$ cat src/rtl/anspwm_frame_sched_pkg.sv
// Shared types for the ANS-PWM frame scheduler: sample word, scheduler states
// and the fresh/stale result tag that travels alongside the stage chain.
package anspwm_pkg;

  typedef logic [15:0] sample_t;

  typedef enum logic [1:0] {
    IDLE  = 2'd0,
    FILL  = 2'd1,
    RUN   = 2'd2,
    DRAIN = 2'd3
  } sched_state_t;

  typedef struct packed {
    logic fresh;
    logic stale;
  } tag_t;

  localparam tag_t TAG_NONE = '{fresh: 1'b0, stale: 1'b0};

  function automatic tag_t make_tag(input logic is_fresh);
    make_tag = '{fresh: is_fresh, stale: ~is_fresh};
  endfunction

endpackage

$ cat src/rtl/anspwm_frame_sched_frame_counter.sv
// Frame position counter: counts 0..PERIOD-1 while enabled and flags the last
// position of each frame.
module frame_counter
  import anspwm_pkg::*;
#(
  parameter int PERIOD = 256,
  parameter int CW     = $clog2(PERIOD)
) (
  input  logic clk_i,
  input  logic rst_i,
  input  logic clr_i,
  input  logic en_i,
  output logic tick_o
);

  localparam logic [CW-1:0] LAST = CW'(PERIOD - 1);

  logic [CW-1:0] count_q, count_d;

  // next frame position: clear wins over counting, wrap after the last position
  always_comb begin
    if (clr_i) begin
      count_d = {CW{1'b0}};
    end else if (en_i) begin
      count_d = (count_q == LAST) ? {CW{1'b0}} : count_q + CW'(1);
    end else begin
      count_d = count_q;
    end
  end

  // frame position register
  always_ff @(posedge clk_i) begin
    if (rst_i) begin
      count_q <= {CW{1'b0}};
    end else begin
      count_q <= count_d;
    end
  end

  assign tick_o = en_i & (count_q == LAST);

endmodule

$ cat src/rtl/anspwm_frame_sched.sv
// Frame scheduler: buffers one target sample, presents one target per PWM frame
// to the noise-shaping chain and flags whether each chain result is fresh or stale.
module anspwm_frame_sched
  import anspwm_pkg::*;
#(
  parameter int PERIOD  = 256,
  parameter int LATENCY = 3
) (
  input  logic        clk,
  input  logic        rst,
  input  logic        enable,
  input  logic        flush,
  input  logic [15:0] in_target,
  input  logic        in_valid,
  output logic        in_ready,
  output logic [15:0] stg_target,
  output logic        stg_load,
  output logic        frame_tick,
  output logic        res_valid,
  output logic        res_stale,
  output logic        underrun,
  output logic        busy
);

  sched_state_t state_q, state_d;
  sample_t      hold_q, hold_d;
  logic         hold_full_q, hold_full_d;
  sample_t      stg_target_q, stg_target_d;
  tag_t         tag_q [LATENCY];
  tag_t         tag_d [LATENCY];

  logic tick_s, cnt_en_s, cnt_clr_s, ready_s, accept_s, load_s, in_flight_s;

  assign cnt_en_s  = (state_q != IDLE);
  assign cnt_clr_s = flush | ((state_q == IDLE) & enable);

  frame_counter #(.PERIOD(PERIOD)) u_frame_counter (
    .clk_i  (clk),
    .rst_i  (rst),
    .clr_i  (cnt_clr_s),
    .en_i   (cnt_en_s),
    .tick_o (tick_s)
  );

  // load/accept decisions, hold register, tag pipeline and next state
  always_comb begin
    ready_s  = ~hold_full_q & ((state_q == FILL) | (state_q == RUN));
    accept_s = in_valid & ready_s & ~flush;
    case (state_q)
      FILL:    load_s = tick_s & hold_full_q & enable & ~flush;
      RUN:     load_s = tick_s & ~flush;
      default: load_s = 1'b0;
    endcase

    // the tag leaving this clk is not counted as still in flight
    in_flight_s = 1'b0;
    for (int i = 0; i < LATENCY - 1; i++) begin
      in_flight_s = in_flight_s | tag_q[i].fresh | tag_q[i].stale;
    end

    stg_target_d = (load_s & hold_full_q) ? hold_q : stg_target_q;
    hold_d       = accept_s ? in_target : hold_q;
    if (flush) begin
      hold_full_d = 1'b0;
    end else if (accept_s) begin
      hold_full_d = 1'b1;
    end else if (load_s) begin
      hold_full_d = 1'b0;
    end else begin
      hold_full_d = hold_full_q;
    end

    tag_d[0] = (load_s) ? make_tag(hold_full_q) : TAG_NONE;
    for (int i = 1; i < LATENCY; i++) begin
      tag_d[i] = tag_q[i-1];
    end
    if (flush) begin
      for (int i = 0; i < LATENCY; i++) begin
        tag_d[i] = TAG_NONE;
      end
    end else begin
      tag_d[0] = tag_d[0];
    end

    case (state_q)
      IDLE:    state_d = enable ? FILL : IDLE;
      FILL:    state_d = !enable ? IDLE : (load_s ? RUN : FILL);
      RUN:     state_d = enable ? RUN : DRAIN;
      DRAIN:   state_d = enable ? RUN : (in_flight_s ? DRAIN : IDLE);
      default: state_d = IDLE;
    endcase
    if (flush) begin
      state_d = enable ? FILL : IDLE;
    end else begin
      state_d = state_d;
    end
  end

  // scheduler state, hold buffer, current target and tag pipeline
  always_ff @(posedge clk) begin
    if (rst) begin
      state_q      <= IDLE;
      hold_q       <= 16'h0000;
      hold_full_q  <= 1'b0;
      stg_target_q <= 16'h0000;
      for (int i = 0; i < LATENCY; i++) begin
        tag_q[i] <= TAG_NONE;
      end
    end else begin
      state_q      <= state_d;
      hold_q       <= hold_d;
      hold_full_q  <= hold_full_d;
      stg_target_q <= stg_target_d;
      for (int i = 0; i < LATENCY; i++) begin
        tag_q[i] <= tag_d[i];
      end
    end
  end

  // stg_target shows the new value already in the load clk and holds it after
  assign in_ready   = ready_s;
  assign stg_target = stg_target_d;
  assign stg_load   = load_s;
  assign frame_tick = tick_s;
  assign res_valid  = tag_q[LATENCY-1].fresh & ~flush;
  assign res_stale  = tag_q[LATENCY-1].stale & ~flush;
  assign underrun   = load_s & ~hold_full_q & (state_q == RUN);
  assign busy       = cnt_en_s;

endmodule

$ cat config.mk
export PLATFORM = sky130hd
export DESIGN_NAME = anspwm_frame_sched
export DESIGN_NICKNAME = d
export VERILOG_FILES = /design/src/rtl/anspwm_frame_sched_pkg.sv /design/src/rtl/anspwm_frame_sched_frame_counter.sv /design/src/rtl/anspwm_frame_sched.sv
export SDC_FILE = /design/constraint.sdc
export NUM_CORES = 1
export LEC_CHECK = 0
export ABC_AREA = 1
export CAP_MARGIN = 30
export CORE_MARGIN = 4
export CORE_UTILIZATION = 51
export CTS_CLUSTER_DIAMETER = 40
export CTS_CLUSTER_SIZE = 14
export DETAILED_ROUTE_END_ITERATION = 12
export GPL_TIMING_DRIVEN = 0
export PLACE_DENSITY = 0.84
export REMOVE_ABC_BUFFERS = 1
export SYNTH_ARGS = -nofsm -noshare
export SYNTH_HDL_FRONTEND = slang
export SYNTH_SLANG_ARGS = --single-unit
$ cat constraint.sdc
create_clock -name clk -period 1.9 [get_ports clk]
set_input_delay 0.19 -clock clk [delete_from_list [all_inputs] [get_ports clk]]
set_output_delay 0.19 -clock clk [all_outputs]
set_load 0.1 [all_outputs]
==> results of run 1 <==
[logic make-up (layout without fill, tap and decap cells)]
kind of cell,count (synthesis),count (layout),synth area share
compound gates,45,45,0.1106
buf+inv,87,165,0.1573
simple gates,122,125,0.2437
flops,49,49,0.4516
xor+xnor,2,2,0.008066
fa+ha+maj,5,5,0.02880
[cells in the mapped netlist]
cell,number,area (um^2)
inv_1,73,274.0
nand2_1,56,210.2
dfxtp_1,49,980.9
nor2_1,37,138.9
a21oi_1,24,120.1
o21ai_0,18,90.09
nand4_1,17,106.4
clkbuf_1,6,22.52
nand3_1,6,30.03
ha_1,5,62.56
nor3_1,4,20.02
buf_2,3,15.01
inv_2,2,7.510
a21oi_4,1,16.27
a31oi_1,1,6.260
buf_1,1,3.750
buf_4,1,7.510
buf_6,1,11.26
nand3_4,1,17.52
nor2_2,1,6.260
o21bai_1,1,7.510
xnor2_1,1,8.760
xor2_1,1,8.760
[metrics by stage]
| stage | worst slack, ns | setup TNS, ns |
|---|---|---|
| after detailed placement | -1.819 | -46.68 |
| after floorplan | -2.032 | -76.27 |
| after global placement | -1.802 | -52.08 |
| after global routing | -0.4236 | -7.238 |
| final | -0.4077 | -5.587 |
| after CTS | -0.2204 | -3.363 |
[registers in the layout, summed over array words and instances (netlist names)]
signal                   count
u_frame_counter.count_q      8
hold_q                      16
hold_full_q                  1
state_q                      2
stg_target_q                16
tag_q                        6
[worst max-delay path by stage]
| stage | end | startpoint |
|---|---|---|
| floorplan | underrun | state_q[0] |
| global placement | stg_target[2] | state_q[0] |
| detailed placement | stg_target[5] | state_q[0] |
| CTS | stg_target[13] | state_q[0] |
| global route | stg_target[5] | state_q[1] |
| finish | stg_target[5] | state_q[0] |
[area by class of cell]
class	instances	area, um^2	area share
multi-input combinational	177	1077	0.3072
tap	50	62.56	0.01784
clock buffer	6	72.57	0.02069
clock inverter	2	38.79	0.01106
sequential	49	989.7	0.2822
timing repair buffer	82	979.7	0.2793
inverter	75	286.5	0.08170
[per-layer routing]
metal	wire, um	track usage	share of wire
met5	0	0	0
met4	630	0.1783	0.070
met3	859	0.05882	0.096
met2	4434	0.4786	0.49
met1	3055	0.3004	0.34
[critical path, cell delays in order (launching register included)]
cell and delay, ns:
dfxtp_2 0.37, inv_4 0.06, ha_4 0.17, nor2_4 0.13, nand2_4 0.09, nor2_4 0.12
buf_12 0.15, buf_4 0.14, nand4_1 0.19, nand2_2 0.16, inv_2 0.06, buf_12 0.16
[power by group]
group	total, uW	internal (uW)	switching (uW)
sequential	1050	1040	9.32
clock	767	396	371
combinational	191	77.0	114
total	2010	1510	495
[repair_timing]
action	CTS	global route
endpoints found under the setup margin	61	38
setup buffers	26	15
pin swaps	22	22
hold buffers	0	0
resized for setup	253	32
cloned	3	1
==> run metrics, run 1 <==
CP endpoint kind=output pin; hold slack=roughly 0.45 ns; Setup crit start kind=register; num ports=44; final hold vios=0; Placed Cells=approximately 390; worst r2r src=state_q[0]; clk buf depth=2; Num CTS Buffers=5; Root Driver=clkbuf_8; Slew Viols, Final=0; share of cells above drive strength 1=0.3632; yosys warns=0; dpl cell area=between 2000 and 3000 um^2; Cell Pwr Density=roughly 570 nW/um^2; worst skew pair latency=around 0.32 ns; Clock Pin Slew Worst Setup and Hold Paths=approximately 0.09 ns; Starting Density=0.5353; static leakage=roughly 0.0015 uW; commonest non-fill, non-tap cell in the layout=inv_1; register area share after synthesis=0.4516; worst setup margin=-0.4077 ns; hold path endpoint=tag_q[0][4]; WL/cell=roughly 20 um; post-synthesis register bit count=49; H-tree level count=2; HP Class=register to register; number of global-route vias before repair=approximately 2,400; routability cong.=about 0.8; ANT nets after route=0; internal reg-to-reg setup slack=-0.13 ns; post-route cell area=3507 um^2; first-pass GRT wire length=roughly 11,000 um; Avg Cell Area, Syn=between 7 and 8 um^2; Setup CP Type=register to output pin; Worst Tran Pin Value=approximately 0.95 ns; clock sinks=49; WHS Path Cells=2; Die ar.=5367 um^2; CP Max Fanout=7; CP required=roughly 1.7 ns; Final setup viols=26; vias per inst=5.887; failing checks=setup timing; max cap viols=0; Critical Path AT=2.12 ns; die height=73.26 um; Fill cells=about 180; post-synth cell types=23; # nets final=between 400 and 500; drt first pass iters=6; overall power=2009 uW; Total Routed Length=approximately 9000 um; RSZ-0062 raised after global routing=true; Via Count=~2,600; f_max=approximately 430 MHz; number of non-filler instances in the completed layout=approximately 440; PortBufs=43; clk_skew=between 0.01 and 0.015 ns; peak supply drop=roughly 0.0005 V; global route total overflow=0; Core ar.=~4100 um^2; initial antenna violation count=0; DRC=0; outcome=finished with violations; Starting DRT DRC Count=369; Die Width=roughly 73 um; Synth Instances=310; hold_sp=tag_q[0][2]; row count=23; crit share post-route=1.215; worst r2r path cells=8; most frequent cells in the layout=inv_1 (54), dfxtp_1 (44), nor2_1 (33); largest net degree at the start of global routing=25; CTS tree=yes; all-layer global routing usage=0.2757; Slew HR=0.3712; fin util=0.8643; DP HPWL=approximately 3100 um; area delta synth->final=61.46%; reg2reg end=hold_q[13]; minimum clock period after layout=around 2.3 ns; Mapped Area=roughly 2200 um^2; ANT cells=0
Note: power is estimated with default switching activity, not from simulation.
==> run 2: changes to the inputs <==
Settings changed: SETUP_SLACK_MARGIN set to 0.15.
==> run 2 against run 1 <==
  * The flow still finishes with violations (setup timing)
  * Largest cell class unchanged
  * Clock-buffer cell count unchanged
  * Global-route usage decreased by 1.6 points
  * Fmax increased by 1.5%
  * Non-clock buffer count decreased by 7
  * Register-to-register slack about the same
  * First-iteration DRC count decreased by 34%
  * Sequential share of layout area increased by 0.62 points
  * Clock skew about the same
  * Die area unchanged
==> run metrics, run 2 (same netlist as run 1, synthesis figures left out) <==
Core ar.=4058 um^2 (unchanged); share of cells above drive strength 1=0.3516 (-0.01161); Worst Tran Pin Value=0.8254 ns (-0.1215 ns); most frequent cells in the layout=inv_1 (54), dfxtp_1 (44), nor2_1 (34); Slew Viols, Final=0 (unchanged); RSZ-0062 raised after global routing=true; DRC=0 (unchanged); clk buf depth=2 (unchanged); f_max=439.7 MHz (+1.5%); delay of the slowest critical-path stage=0.37 ns (about the same); WL/cell=17.63 um (-13%); Die ar.=5367 um^2 (unchanged); PortBufs=43 (unchanged); # nets final=409 (-1.7%); Via Count=2,440 (-6.0%); CTS tree=yes; row count=23 (unchanged); num ports=44 (unchanged); minimum clock period after layout=2.274 ns (-0.03358 ns); ANT cells=0 (unchanged); biggest regs=hold_q x16, stg_target_q x16, u_frame_counter.count_q x8; H-tree level count=2 (unchanged); HP Class=register to register; Starting DRT DRC Count=243 (-34%); sequence of cells on the critical path=inv_4, ha_4, nor2_4, nand2_4, nor2_4, buf_12, nand3_4, nand2_2, nand2_2, inv_2, buf_12; clk_skew=0.01206 ns (+0.0004796 ns); CP Max Fanout=8 (+1); vias per inst=5.622 (-4.5%); worst setup margin=-0.3741 ns (+0.03358 ns); Clock Pin Slew Worst Setup and Hold Paths=0.09 ns (about the same); DP Worst Slack=-1.819 ns (unchanged); Num CTS Buffers=5 (unchanged); all-layer global routing usage=0.2598 (-0.01593); CP endpoint kind=output pin; outcome=finished with violations; CP delay by family, top=simple AND/OR/NAND/NOR gates; die height=73.26 um (unchanged); DP HPWL=3090 um (unchanged); area delta synth->final=58.01%; overall power=1988 uW (-1.0%); Final setup viols=23 (-12%); commonest non-fill, non-tap cell in the layout=inv_1; peak supply drop=0.0004841 V (-1.9%); global route total overflow=0 (unchanged); Fill cells=194 (+8.4%); Critical Path AT=2.08 ns (-0.04 ns); Starting Density=0.5353 (unchanged); number of global-route vias before repair=2,309 (-4.7%); static leakage=0.001482 uW (-3.1%); ANT nets after route=0 (unchanged); Slew HR=0.4497 (+0.07853); failing checks=setup timing; final hold vios=0 (unchanged); drt first pass iters=5 (-1); max cap viols=0 (unchanged); sum of buffers and inverters on the critical path=4 (-1); crit share post-route=1.197 (-0.01767); initial antenna violation count=0 (unchanged); CP required=1.71 ns (about the same); CP max-delay cell=dfxtp_2; clock sinks=49 (unchanged); Setup CP Type=register to output pin; Total Routed Length=7651 um (-15%); first-pass GRT wire length=10,600 um (-5.2%); Cell Pwr Density=579.1 nW/um^2 (+1.1%); Root Driver=clkbuf_8; Setup TNS=-5.529 ns (+0.05796 ns); largest net degree at the start of global routing=19 (-24%); Die Width=73.26 um (unchanged); routability cong.=0.8242 (unchanged); Setup crit start kind=register; worst skew pair latency=0.32 ns (about the same)
## run 2: area by class of cell
| class | count | area (um^2) | area share |
|---|---|---|---|
| multi-input cells | 177 | 1075 | 0.3132 |
| flip-flops and latches | 49 | 989.7 | 0.2884 |
| repair buffers | 75 | 907.1 | 0.2643 |
| inverters | 75 | 286.5 | 0.08349 |
| clock buffers | 6 | 72.57 | 0.02114 |
| well taps | 50 | 62.56 | 0.01823 |
| clock inverters | 2 | 38.79 | 0.01130 |
## run 2: layer usage
metal  routed length [um]  GRT usage
met5                    0          0
met4                  485     0.1762
met3                  584    0.05472
met2                 3807     0.4469
met1                 2773     0.2836
## run 2: worst paths after layout
check / end / cells after the start / slack (ns) / startpoint
hold / removal: tag_q[0][3] / 2 / 0.44 / tag_q[0][1]
setup reg to reg: hold_q[2] / 8 / -0.13 / state_q[0]
setup / recovery: stg_target[2] / 11 / -0.37 / state_q[0]
hold reg to reg: tag_q[0][3] / 2 / 0.44 / tag_q[0][1]
## run 2: per-stage QoR
step | hold slack (ns) | cell area [um^2] | cells | utilization
3_5_place_dp | 0.4224 | 2620 | 392 | 0.6457
4_1_cts | 0.4360 | 3217 | 423 | 0.7928
3_3_place_gp | 0.4170 | 2605 | 391 | 0.6420
5_1_grt | 0.4689 | 3432 | 434 | 0.8458
6_report | 0.4421 | 3432 | 434 | 0.8458
2_1_floorplan | 0.2624 | 2112 | 298 | -
## run 2: worst min-delay path, cell delays in order, from the launching register on
cell	delay [ns]
dfxtp_1	0.32
inv_1	0.05
nor2_1	0.04
## run 2: timing repair
action | CTS | global route
gates cloned | 3 | 0
resized for setup | 235 | 46
setup buffers | 20 | 11
hold buffers | 0 | 0
pin swaps | 18 | 27
endpoints found under the setup margin | 64 | 43
endpoints found under the hold margin | 0 | 0
## run 2: report_power, final
| group | internal, uW | switching (uW) |
|---|---|---|
| Sequential | 1040 | 9.19 |
| Combinational | 73.3 | 109 |
| Clock | 395 | 360 |
| Total | 1510 | 478 |
==> run 3: changes to the inputs <==
Settings changed: CORE_UTILIZATION 51 to 46, PLACE_DENSITY 0.84 to 0.81.
Clock period 1.9 ns to 1.96 ns, I/O delays scaled along.
==> run 3 against run 2 <==
  * The flow still finishes with violations (setup timing)
  * Sequential share of layout area is 1.0 points lower
  * Via count grew 6.9%
  * Flip-flop and latch count is the same
  * Critical endpoint is now stg_target[5]
  * Global-route usage shrank 3.0 points
  * Highest routed layer unchanged
  * Utilization decreased by 5.1 points
  * Die area increased by 9.7%
  * Worst hold slack improved by 0.011 ns
==> run metrics, run 3 (same netlist as run 1, synthesis figures left out) <==
static leakage=0.001569 uW (+5.9%); crit share post-route=1.165; internal reg-to-reg setup slack=-0.28 ns (-0.15 ns); Clock Pin Slew Worst Setup and Hold Paths=0.09 ns (about the same); CP endpoint kind=output pin; row count=24 (+4.3%); Root Driver=clkbuf_8; worst r2r src=state_q[0]; Slew HR=0.4340 (-0.01577); all-layer global routing usage=0.2302 (-0.02959); CP Max Fanout=6 (-2); most frequent cells in the layout=inv_1 (53), dfxtp_1 (44), nor2_1 (33); minimum clock period after layout=2.283 ns; Critical Path AT=2.09 ns (about the same); Internal=1367 uW (-9.5%); Net Sw Power=452.9 uW (-5.2%); drt first pass iters=5 (unchanged); Setup CP Type=register to output pin; Cell Pwr Density=511.5 nW/um^2 (-12%); vias per inst=5.821 (+3.5%); Total Routed Length=8662 um (+13%); Setup crit start kind=register; area delta synth->final=63.77%; DP HPWL=3126 um (+1.1%); H-tree level count=2 (unchanged); f_max=about 440 MHz; largest net degree at the start of global routing=25 (+6); CTS tree=yes; number of global-route vias before repair=2,301 (-0.35%); WL/cell=19.33 um (+9.7%); Sequential Power Share=0.560 (+0.032); Fill cells=206 (+6.2%); Slew Viols, Final=0 (unchanged); Num CTS Buffers=5 (unchanged); first-pass GRT wire length=10,920 um (+3.0%); footprint of the multi-input gates=1059 um^2 (-1.5%); routability cong.=0.7415 (-10%); initial antenna violation count=0 (unchanged); global route total overflow=0 (unchanged); hold_sp=tag_q[0][3]; DRC=0 (unchanged); die height=76.72 um (+4.7%); hold path endpoint=tag_q[0][5]; commonest non-fill, non-tap cell in the layout=inv_1; Core ar.=4474 um^2 (+10%); FF/Latch Area=989.7 um^2 (unchanged); Starting DRT DRC Count=409 (+68%); # nets final=422 (+3.2%); fin util=0.7950 (-0.05080); share of cells above drive strength 1=0.3561 (+0.004498); Via Count=2,608 (+6.9%); reg2reg end=stg_target_q[5]; worst setup margin=-0.3228 ns (+0.05135 ns); WHS Path Cells=2 (unchanged); clk_skew=0.005445 ns (-0.006612 ns); ANT nets after route=0 (unchanged); clock sinks=49 (unchanged); Starting Density=0.4855 (-0.04985); failing checks=setup timing; PortBufs=43 (unchanged); max cap viols=0 (unchanged); peak supply drop=0.0005589 V (+15%); Die ar.=5885 um^2 (+9.7%); Final setup viols=21 (-8.7%); ANT cells=0 (unchanged); num ports=44 (unchanged); final hold vios=0 (unchanged); Comb pwr share=0.100 (+0.008); outcome=finished with violations; biggest regs=hold_q x16, stg_target_q x16, u_frame_counter.count_q x8; hold slack=0.4533 ns (+0.01120 ns); switching share of power=0.2489 (+0.008596); Die Width=76.72 um (+4.7%); HP Class=register to register; worst r2r path cells=17 (+9); worst skew pair latency=0.31 ns (about the same); Worst Tran Pin Value=0.8490 ns (+0.02366 ns); RSZ-0062 raised after global routing=true; clock share of power=0.340 (-0.040); CP required=1.76 ns (+0.05 ns); clk buf depth=2 (unchanged)
==> run 3: changes by cell type in the layout (fill, tap and decap cells not counted), sizes merged <==
cell    before  now
buf         52   64
clkbuf       7    9
clkinv       1    0
bufinv       1    0
==> run 3: power by group through the flow <==
stage                     logic, uW  clock network [uW]  registers (uW)
after floorplan                70.2                   0            1040
after global placement          133                   0            1040
after detailed placement        137                   0            1040
after CTS                       146                 612            1020
after global routing            193                 656            1020
final                           183                 619            1020
==> run 3: worst max-delay path by stage <==
stage	endpoint	slack, ns	from
2_1_floorplan	underrun	-1.98	state_q[0]
3_3_place_gp	stg_target[9]	-1.72	state_q[0]
3_5_place_dp	stg_target[6]	-1.80	state_q[0]
4_1_cts	stg_target[6]	-0.16	u_frame_counter.count_q[1]
5_1_grt	stg_target[5]	-0.39	state_q[0]
6_report	stg_target[5]	-0.32	state_q[0]
==> run 3: area by class of cell <==
type | count | area share
inverter | 75 | 0.08055
tap | 52 | 0.01829
timing repair buffer | 88 | 0.3011
sequential | 49 | 0.2782
multi-input combinational | 177 | 0.2976
clock buffer | 7 | 0.02427
==> run 3: repair_timing <==
item / CTS / global route
endpoints found under the hold margin: 0 / 0
resized for setup: 232 / 52
pin swaps: 17 / 20
hold buffers: 0 / 0
buffers inserted: 29 / 14
setup endpoints to repair: 63 / 36
gates cloned: 3 / 1
==> run 3: critical path, cell delays in order, from the launching register on <==
cell and delay (ns):
dfxtp_2 0.37, inv_4 0.06, ha_4 0.18, nor2_4 0.14
nand2_4 0.09, nor2_4 0.12, buf_12 0.14, buf_6 0.10
buf_4 0.09, nand4_1 0.13, nand2_2 0.14, inv_2 0.06
buf_12 0.16
==> run 3: through the flow <==
| step | power, uW | setup slack, ns | cells | area (um^2) | TNS [ns] |
|---|---|---|---|---|---|
| after floorplan | 1109 | -1.978 | 298 | 2112 | -72.66 |
| after global placement | 1173 | -1.717 | 393 | 2608 | -45.87 |
| after detailed placement | 1177 | -1.797 | 394 | 2619 | -44.42 |
| after CTS | 1774 | -0.1627 | 433 | 3276 | -2.346 |
| after global routing | 1868 | -0.3862 | 448 | 3557 | -5.938 |
| final | 1820 | -0.3228 | 448 | 3557 | -4.772 |
==> run 3: routing by layer <==
layer	routed length (um)	up-vias	global-route usage
met3	889	62	0.05386
met4	553	0	0.1322
met2	4079	216	0.3859
li1	-	1126	-
met1	3140	1204	0.2674
met5	0	-	0
